[src/rtl/pu_issue.sv]
// pu_issue: decode/issue stage feeding the processing-unit chain.
// Splits fetched words into fields, issues them, and then retires, stalls
// or traps depending on the chain's ack/busy. It also holds the compare flag.
// Optional macro PU_ISSUE_PERF_CNT_EN adds retire and stall-cycle counters.
module pu_issue #(
  parameter int OPTION_OPCODE_WIDTH = 6,
  parameter logic [OPTION_OPCODE_WIDTH-1:0] OPTION_NOP_OPCODE = '0
) (
  input  logic                           i_clk,
  input  logic                           i_rst,
  input  logic                           i_instr_valid,
  input  logic [31:0]                    i_instr,
  output logic                           o_instr_ready,
  output logic                           o_issue_valid,
  output logic [OPTION_OPCODE_WIDTH-1:0] o_opcode,
  output logic [4:0]                     o_rega,
  output logic [4:0]                     o_regb,
  output logic [4:0]                     o_regd,
  output logic [3:0]                     o_cmp_op,
  input  logic                           i_chain_ack,
  input  logic                           i_pu_busy,
  input  logic                           i_write_flag,
  input  logic                           i_flag_cmp,
  output logic                           o_flag,
  output logic                           o_trap,
  output logic [OPTION_OPCODE_WIDTH-1:0] o_trap_opcode,
  input  logic                           i_trap_clr
`ifdef PU_ISSUE_PERF_CNT_EN
  ,
  output logic [31:0]                    o_retired_cnt,
  output logic [31:0]                    o_stall_cnt
`endif
);

  typedef enum logic [1:0] {IDLE, ISSUE, STALL, TRAP} state_t;

  state_t                         state_q, state_d;
  logic [OPTION_OPCODE_WIDTH-1:0] opcode_q, opcode_d;
  logic [4:0]                     rega_q, rega_d;
  logic [4:0]                     regb_q, regb_d;
  logic [4:0]                     regd_q, regd_d;
  logic [3:0]                     cmp_op_q, cmp_op_d;
  logic                           flag_q, flag_d;
  logic                           retire;
  logic                           load;
  logic                           issue_valid;
  logic                           ready;

  // Bits [10:4] of the instruction word carry no meaning for this stage.
  logic unused_instr_bits;
  assign unused_instr_bits = ^i_instr[10:4];

  // Next-state, field capture, flag update and handshake decisions.
  always_comb begin
    state_d     = state_q;
    opcode_d    = opcode_q;
    rega_d      = rega_q;
    regb_d      = regb_q;
    regd_d      = regd_q;
    cmp_op_d    = cmp_op_q;
    flag_d      = flag_q;
    retire      = 1'b0;
    load        = 1'b0;
    issue_valid = 1'b0;
    ready       = 1'b0;
    case (state_q)
      IDLE: begin
        ready = 1'b1;
        if (i_instr_valid) begin
          load    = 1'b1;
          state_d = ISSUE;
        end
      end
      ISSUE: begin
        issue_valid = 1'b1;
        if (i_chain_ack && !i_pu_busy) retire = 1'b1;
        else if (i_chain_ack)          state_d = STALL;
        else                           state_d = TRAP;
      end
      STALL: begin
        issue_valid = 1'b1;
        if (!i_pu_busy)         retire = 1'b1;
        else if (!i_chain_ack)  state_d = TRAP;
      end
      TRAP: begin
        if (i_trap_clr) state_d = IDLE;
      end
      default: state_d = IDLE;
    endcase
    if (retire) begin
      ready = 1'b1;
      if (i_write_flag) flag_d = i_flag_cmp;
      if (i_instr_valid) begin
        load    = 1'b1;
        state_d = ISSUE;
      end else begin
        state_d = IDLE;
      end
    end
    if (load) begin
      opcode_d = i_instr[31:32-OPTION_OPCODE_WIDTH];
      regd_d   = i_instr[25:21];
      rega_d   = i_instr[20:16];
      regb_d   = i_instr[15:11];
      cmp_op_d = i_instr[3:0];
    end
    if (!i_rst) ready = 1'b0;
  end

  // State, latched fields and compare flag, cleared by synchronous reset.
  always_ff @(posedge i_clk) begin
    if (!i_rst) begin
      state_q  <= IDLE;
      opcode_q <= OPTION_NOP_OPCODE;
      rega_q   <= '0;
      regb_q   <= '0;
      regd_q   <= '0;
      cmp_op_q <= '0;
      flag_q   <= 1'b0;
    end else begin
      state_q  <= state_d;
      opcode_q <= opcode_d;
      rega_q   <= rega_d;
      regb_q   <= regb_d;
      regd_q   <= regd_d;
      cmp_op_q <= cmp_op_d;
      flag_q   <= flag_d;
    end
  end

  // Drive fields only while issuing so idle/trap cycles present a NOP.
  always_comb begin
    o_instr_ready = ready;
    o_issue_valid = issue_valid;
    o_opcode      = issue_valid ? opcode_q : OPTION_NOP_OPCODE;
    o_rega        = issue_valid ? rega_q   : 5'd0;
    o_regb        = issue_valid ? regb_q   : 5'd0;
    o_regd        = issue_valid ? regd_q   : 5'd0;
    o_cmp_op      = issue_valid ? cmp_op_q : 4'd0;
    o_flag        = flag_q;
    o_trap        = (state_q == TRAP);
    o_trap_opcode = (state_q == TRAP) ? opcode_q : '0;
  end

`ifdef PU_ISSUE_PERF_CNT_EN
  logic [31:0] retired_cnt_q, retired_cnt_d;
  logic [31:0] stall_cnt_q, stall_cnt_d;

  // Free-running, wrapping counters of retires and cycles spent stalled.
  always_comb begin
    retired_cnt_d = retired_cnt_q + {31'd0, retire};
    stall_cnt_d   = stall_cnt_q + {31'd0, (state_q == STALL)};
  end

  // Counter registers, cleared by synchronous reset.
  always_ff @(posedge i_clk) begin
    if (!i_rst) begin
      retired_cnt_q <= '0;
      stall_cnt_q   <= '0;
    end else begin
      retired_cnt_q <= retired_cnt_d;
      stall_cnt_q   <= stall_cnt_d;
    end
  end

  assign o_retired_cnt = retired_cnt_q;
  assign o_stall_cnt   = stall_cnt_q;
`endif

endmodule

[config.mk]
export PLATFORM = sky130hd
export DESIGN_NAME = pu_issue
export DESIGN_NICKNAME = d
export VERILOG_FILES = /design/src/rtl/pu_issue.sv
export SDC_FILE = /design/constraint.sdc
export NUM_CORES = 1
export LEC_CHECK = 0
export ABC_CLOCK_PERIOD_IN_PS = 3600
export BUFFER_PORTS_ARGS = -buffer_cell sky130_fd_sc_hd__buf_2
export CORE_ASPECT_RATIO = 1.25
export CORE_MARGIN = 1
export CORE_UTILIZATION = 47
export DETAILED_ROUTE_END_ITERATION = 12
export GPL_TIMING_DRIVEN = 1
export PLACE_DENSITY = 0.95
export SKIP_LAST_GASP = 1
export SLEW_MARGIN = 10
export SYNTH_ARGS = -nofsm -noshare
export SYNTH_HDL_FRONTEND = slang
export SYNTH_SLANG_ARGS = --single-unit
[constraint.sdc]
create_clock -name i_clk -period 3.6 [get_ports i_clk]
set_input_delay 0.72 -clock i_clk [delete_from_list [all_inputs] [get_ports i_clk]]
set_output_delay 0.72 -clock i_clk [all_outputs]
set_load 0.02 [all_outputs]
==> results of run 1 <==
layout make-up:
cell class	instances	share of cell area, %
clock buffers	3	1.28
inverters	5	1.06
flip-flops and latches	28	31.8
well taps	34	2.41
repair buffers	70	20.3
clock inverters	1	1.70
multi-input cells	105	41.4
registers in the layout, summed over array words and instances, names as in the netlist:
| name | flops |
|---|---|
| regb_q | 5 |
| cmp_op_q | 4 |
| o_flag | 1 |
| opcode_q | 6 |
| regd_q | 5 |
| state_q | 2 |
| rega_q | 5 |
worst max-delay path by stage:
stage,startpoint,depth (start not counted),slack [ns],to
final,state_q[0],5,0.79,o_rega[1]
after global routing,state_q[0],5,0.61,o_opcode[0]
after CTS,state_q[0],5,0.78,o_rega[3]
after detailed placement,state_q[0],5,1.15,o_rega[3]
after global placement,state_q[0],5,1.19,o_rega[2]
after floorplan,state_q[0],5,1.26,o_cmp_op[0]
layer usage:
| layer | GRT usage, % | up-vias | share of wire, % |
|---|---|---|---|
| met5 | 0 | - | 0 |
| met4 | 12.5 | 0 | 2.4 |
| met3 | 2.70 | 8 | 4.7 |
| met2 | 38.0 | 46 | 54 |
| met1 | 19.4 | 566 | 39 |
| li1 | - | 614 | - |
logic make-up after synthesis:
group	Yosys count
and+or+nand+nor	65
DFF	28
muxes	25
buffers and inverters	12
AOI/OAI and AO/OA	11
adders and majority gates	4
worst max-delay path, delay by kind of cell, from the launching register on:
kind	cells	cell delay [ns]
AND/OR/NAND/NOR	1	0.14
buffers and inverters	3	0.54
flip-flops	1	0.42
adder cells (fa/ha/maj)	1	0.67
where the power goes:
group	internal [mW]	switching, mW	total, mW
sequential	0.374	0.0366	0.410
clock	0.113	0.0870	0.200
combinational	0.239	0.351	0.590
placed cells by master, fill, tap and decap left out, drive strengths merged:
master,instances
nor4,1
clkinv,1
o211ai,1
inv,4
o22ai,1
nor2,27
and2,32
ha,4
buf,70
o21a,2
bufinv,1
nor3b,1
a21oi,2
o311a,1
a41o,1
a31oi,1
mux2i,25
dfxtp,28
o31ai,1
a222oi,1
nand2,4
clkbuf,3
==> impl_metrics.toml, run 1 <==
[global_route]
grt_usage_pct = 20.1
overflow = 0
grt_pass1_wl_mm = 4.87
antenna_found_initial = 0
grt_pass1_vias = 1213
grt_max_degree = 27

[final_layout]
synthToLayoutAreaGrowth_pct = 29.7
fin_util_pct = 65.1
final_area_um2 = 1760
antenna_cells = 0
drive_above_1_share_pct = 35.8
fillers = 244
final_cells = 246
nets = 257
register_area_um2 = 561
multi_input_area_um2 = 731

[placed_design]
dpl_cell_area_um2 = 1710
place_congestion = 0.773
port_buffers = 67
dp_cells = 242
place_hpwl_mm = 2.27
dp_slack_ns = 1.15

[clock_network]
clk_pin_slew_ns = 0.14
clock_sinks = 28
cts_max_path_buffers = 2
numCtsBuffers = 3
cts_tree = "built"
post_cts_buffers = 0
cts_max_level = 1
root_buffer = "clkbuf_4"
hold_buffers = 0
cts_resized = 0
insertion_delay_ns = 0.32

[critical_path]
cp-end-kind = "primary output"
start_kind = "flip-flop"
cp_slowest_cell = "ha_1"
crit_required_ns = 2.88
path_class = "reg -> out"
max_stage_delay_ns = 0.67
crit_chain = "inv_1, ha_1, buf_4, and2_1, buf_2"
crit_arrival_ns = 2.09
ff2ff_setup_slack_ns = 1.21
worstReg2RegStart = "state_q[0]"
r2r_cells = 7
crit_fanout = 20
reg2reg_to = "regb_q[2]"

[sta]
fmax_mhz = 355
finalSetupTns_ns = 0
setup_viol_count_final = 0
final.setup_skew_ns = 0.00206
worstMarginPinSlew_ns = 0.693
fin_crit_sh_pct = 78.2
slew_violations = 0
layout_setup_ws_ns = 0.786
min_period_ns = 2.81
relSlewSlack_pct = 53.5
hold_slack_ns = 0.503
finalHoldViolCount = 0
rsz0062_at_grt = "false"

[pwr]
power.density_nw_per_um2 = 681
ir_drop_mv = 0.464
p_leak_nw = 0.935
p_total_mw = 1.20

[synth]
synthAdderAreaFrac_pct = 3.68
synth_compound_area_share_pct = 7.37
syn_nets = 189
synth.largest_area_cell = "dfxtp_1"
synthFlopType = "dfxtp_1"
avgSynthCellArea_um2 = 9.37
syn_area_um2 = 1360
ys_seq_elements = 28
ys_async_sr_fraction_pct = 0
yosysUniqueCellTypes = 22
synth_edf_count = 0
synth_common_cells = "and2_1, dfxtp_1, nor2_1"
yosysWarnings = 0
ys_top_cells_by_area = "dfxtp_1, mux2i_1, and2_1"
synth_top_family_by_area = "simple AND/OR/NAND/NOR gates"
synthXorXnorAreaFrac_pct = 0
ys_seq_area_share_pct = 41.3
synth_mux_area_share_pct = 18.4
post-synth-top-count-cell = "and2_1"
synth_cells = 145
synthSimpleGateAreaFrac_pct = 24.3
synth_top_area_share_pct = 41.3

[die]
die_w_um = 50.1
core_area_um2 = 2710
io_pins = 75
dieArea_um2 = 3110
dieHeight_um = 62.1
initial_core_util_pct = 50.2
placementRows = 21

[drt]
via_count = 1234
ant_nets = 0
drtIter0Drc = 23
wl_per_cell_um = 12.0
first_pass_iters = 4
drc = 0
routed_wl_mm = 2.96
vias_per_cell = 5.02

[worst_hold_path]
worstHoldPathCells = 2
hp-class = "reg -> reg"
min_to = "rega_q[1]"
worstHoldStart = "rega_q[1]"

[status]
outcome = "complete, no violations"

[flow_run]
max_cap_violations = 0
Note: power is estimated with default switching activity, not from simulation.
==> run 2: changes to the inputs <==
ABC_AREA = 1   (was default)
ABC_CLOCK_PERIOD_IN_PS = 2550   (was 3600)
CORE_UTILIZATION = 40   (was 47)
PLACE_DENSITY = 0.86   (was 0.95)
clock period = 2.55 ns   (was 3.6 ns; I/O delays follow)
==> impl_metrics.toml, run 2 <==
[drt]
drc = 0
ant_nets = 0
vias_per_cell = 4.47
routed_wl_mm = 3.00
via_count = 1444
first_pass_iters = 4
wl_per_cell_um = 9.30
drtIter0Drc = 52

[pwr]
ir_drop_mv = 0.666
seq_power_share_pct = 33.0
p_leak_nw = 1.21
netSwitchingPower_mw = 0.841
p_comb_share_pct = 49.3
power.internal_mw = 1.09
power.density_nw_per_um2 = 1050
p_total_mw = 1.93
power_frac_clock_pct = 17.6
sw_frac_of_total_pct = 43.6

[synth]
yosysWarnings = 0
ys_seq_area_share_pct = 39.1
post-synth-top-count-cell = "nor2_1"
avgSynthCellArea_um2 = 6.48
synth_cells = 221
syn_nets = 265
synth.largest_area_cell = "dfxtp_1"
synth_common_cells = "nor2_1, inv_1, nand2_1"
ys_async_sr_fraction_pct = 0
ys_top_cells_by_area = "dfxtp_1, nor2_1, inv_1"
syn_area_um2 = 1430
yosysUniqueCellTypes = 18
synth_edf_count = 0
synthFlopType = "dfxtp_1"
synth_top_area_share_pct = 39.1
ys_seq_elements = 28

[critical_path]
crit_required_ns = 2.04
worstReg2RegStart = "state_q[0]"
startpoint = "state_q[0]"
start_kind = "flip-flop"
crit_arrival_ns = 1.67
path_class = "reg -> out"
crit_fanout = 15
cp-end-kind = "primary output"
ff2ff_setup_slack_ns = 0.67

[clock_network]
hold_buffers = 0
cts_max_level = 1
cts_resized = 0
clock_sinks = 28
insertion_delay_ns = 0.27
post_cts_buffers = 0
clk_pin_slew_ns = 0.09
numCtsBuffers = 3
cts_max_path_buffers = 2
cts_tree = "built"
root_buffer = "clkbuf_8"

[sta]
final.setup_skew_ns = 0.00495
setup_viol_count_final = 0
slew_violations = 0
finalHoldViolCount = 0
worstMarginPinSlew_ns = 0.289
hold_slack_ns = 0.469
min_period_ns = 2.18
finalSetupTns_ns = 0
fmax_mhz = 459
fin_crit_sh_pct = 85.3
layout_setup_ws_ns = 0.374
relSlewSlack_pct = 80.7
rsz0062_at_grt = "false"

[global_route]
grt_pass1_vias = 1255
antenna_found_initial = 0
grt_usage_pct = 16.5
overflow = 0
grt_max_degree = 27
grt_pass1_wl_mm = 5.07

[status]
outcome = "complete, no violations"

[worst_hold_path]
hp-class = "in -> reg"
worstHoldStart = "i_instr[0]"

[final_layout]
final_cell_mix = "buf_2, nor2_1, nand2_1, inv_1, dfxtp_1"
largest_register = "opcode_q"
synthToLayoutAreaGrowth_pct = 28.6
final_area_um2 = 1840
final_common_cell = "buf_2"
nets = 331
final_cells = 323
largest_reg_flops = 6
drive_above_1_share_pct = 27.6
fin_util_pct = 55.7
antenna_cells = 0

[placed_design]
port_buffers = 67
place_hpwl_mm = 2.25
dp_cells = 319
dp_slack_ns = 0.663
dpl_cell_area_um2 = 1770
place_congestion = 0.759

[die]
die_w_um = 55.5
core_area_um2 = 3310
dieArea_um2 = 3830
dieHeight_um = 68.9
io_pins = 75
initial_core_util_pct = 43.3
placementRows = 23

[flow_run]
max_cap_violations = 0
==> run 2: cell count changes after synthesis, moves of 4 or more <==
cell / change
and2_1: -32
buf_6: +4
inv_1: +39
mux2i_1: -25
nand2_1: +39
nand3_1: +5
nor2_1: +27
o21ai_0: +15
o21ai_1: +11
==> run 2: final cells by class <==
type	count	area, µm²
Inverter	44	170
Multi-Input combinational cell	140	637
Tap cell	37	46.3
Fill cell	350	1470
Clock inverter	1	30.0
Timing Repair Buffer	70	358
Sequential cell	28	561
Clock buffer	3	41.3
==> run 2: power by group through the flow <==
| stage | combinational [mW] | sequential [mW] | clock (mW) |
|---|---|---|---|
| 3_3_place_gp | 0.939 | 0.641 | 0 |
| 6_report | 0.952 | 0.638 | 0.340 |
| 2_1_floorplan | 0.751 | 0.632 | 0 |
| 3_5_place_dp | 0.961 | 0.649 | 0 |
| 4_1_cts | 0.965 | 0.639 | 0.353 |
| 5_1_grt | 1.08 | 0.658 | 0.371 |
==> run 2: final timing paths <==
kind	end	cells after the start
max reg2reg	opcode_q[5]	8
max	o_regb[2]	6
min	cmp_op_q[0]	3
min reg2reg	regd_q[0]	2
==> run 2: critical path, stage by stage (launching register included) <==
cell and delay [ns]:
dfxtp_1 0.43, inv_1 0.11, ha_1 0.36, buf_4 0.22, nand2_1 0.07, inv_1 0.05, buf_2 0.15
==> run 2: routing by layer <==
metal,GRT usage [%],share of wire [%],routed length [µm]
met5,0,0,0
met4,6.56,0.73,22
met3,3.92,5.5,166
met2,30.9,51,1530
met1,18.3,43,1280
==> run 2: logic make-up (layout without fill, tap and decap cells) <==
logic type      Yosys count  in the layout  share of synthesized area (%)
simple gates            108            108                           31.2
compound gates           28             28                           9.78
flops                    28             28                           39.1
fa+ha+maj                 4              4                           3.49
buf+inv                  53            118                           16.4
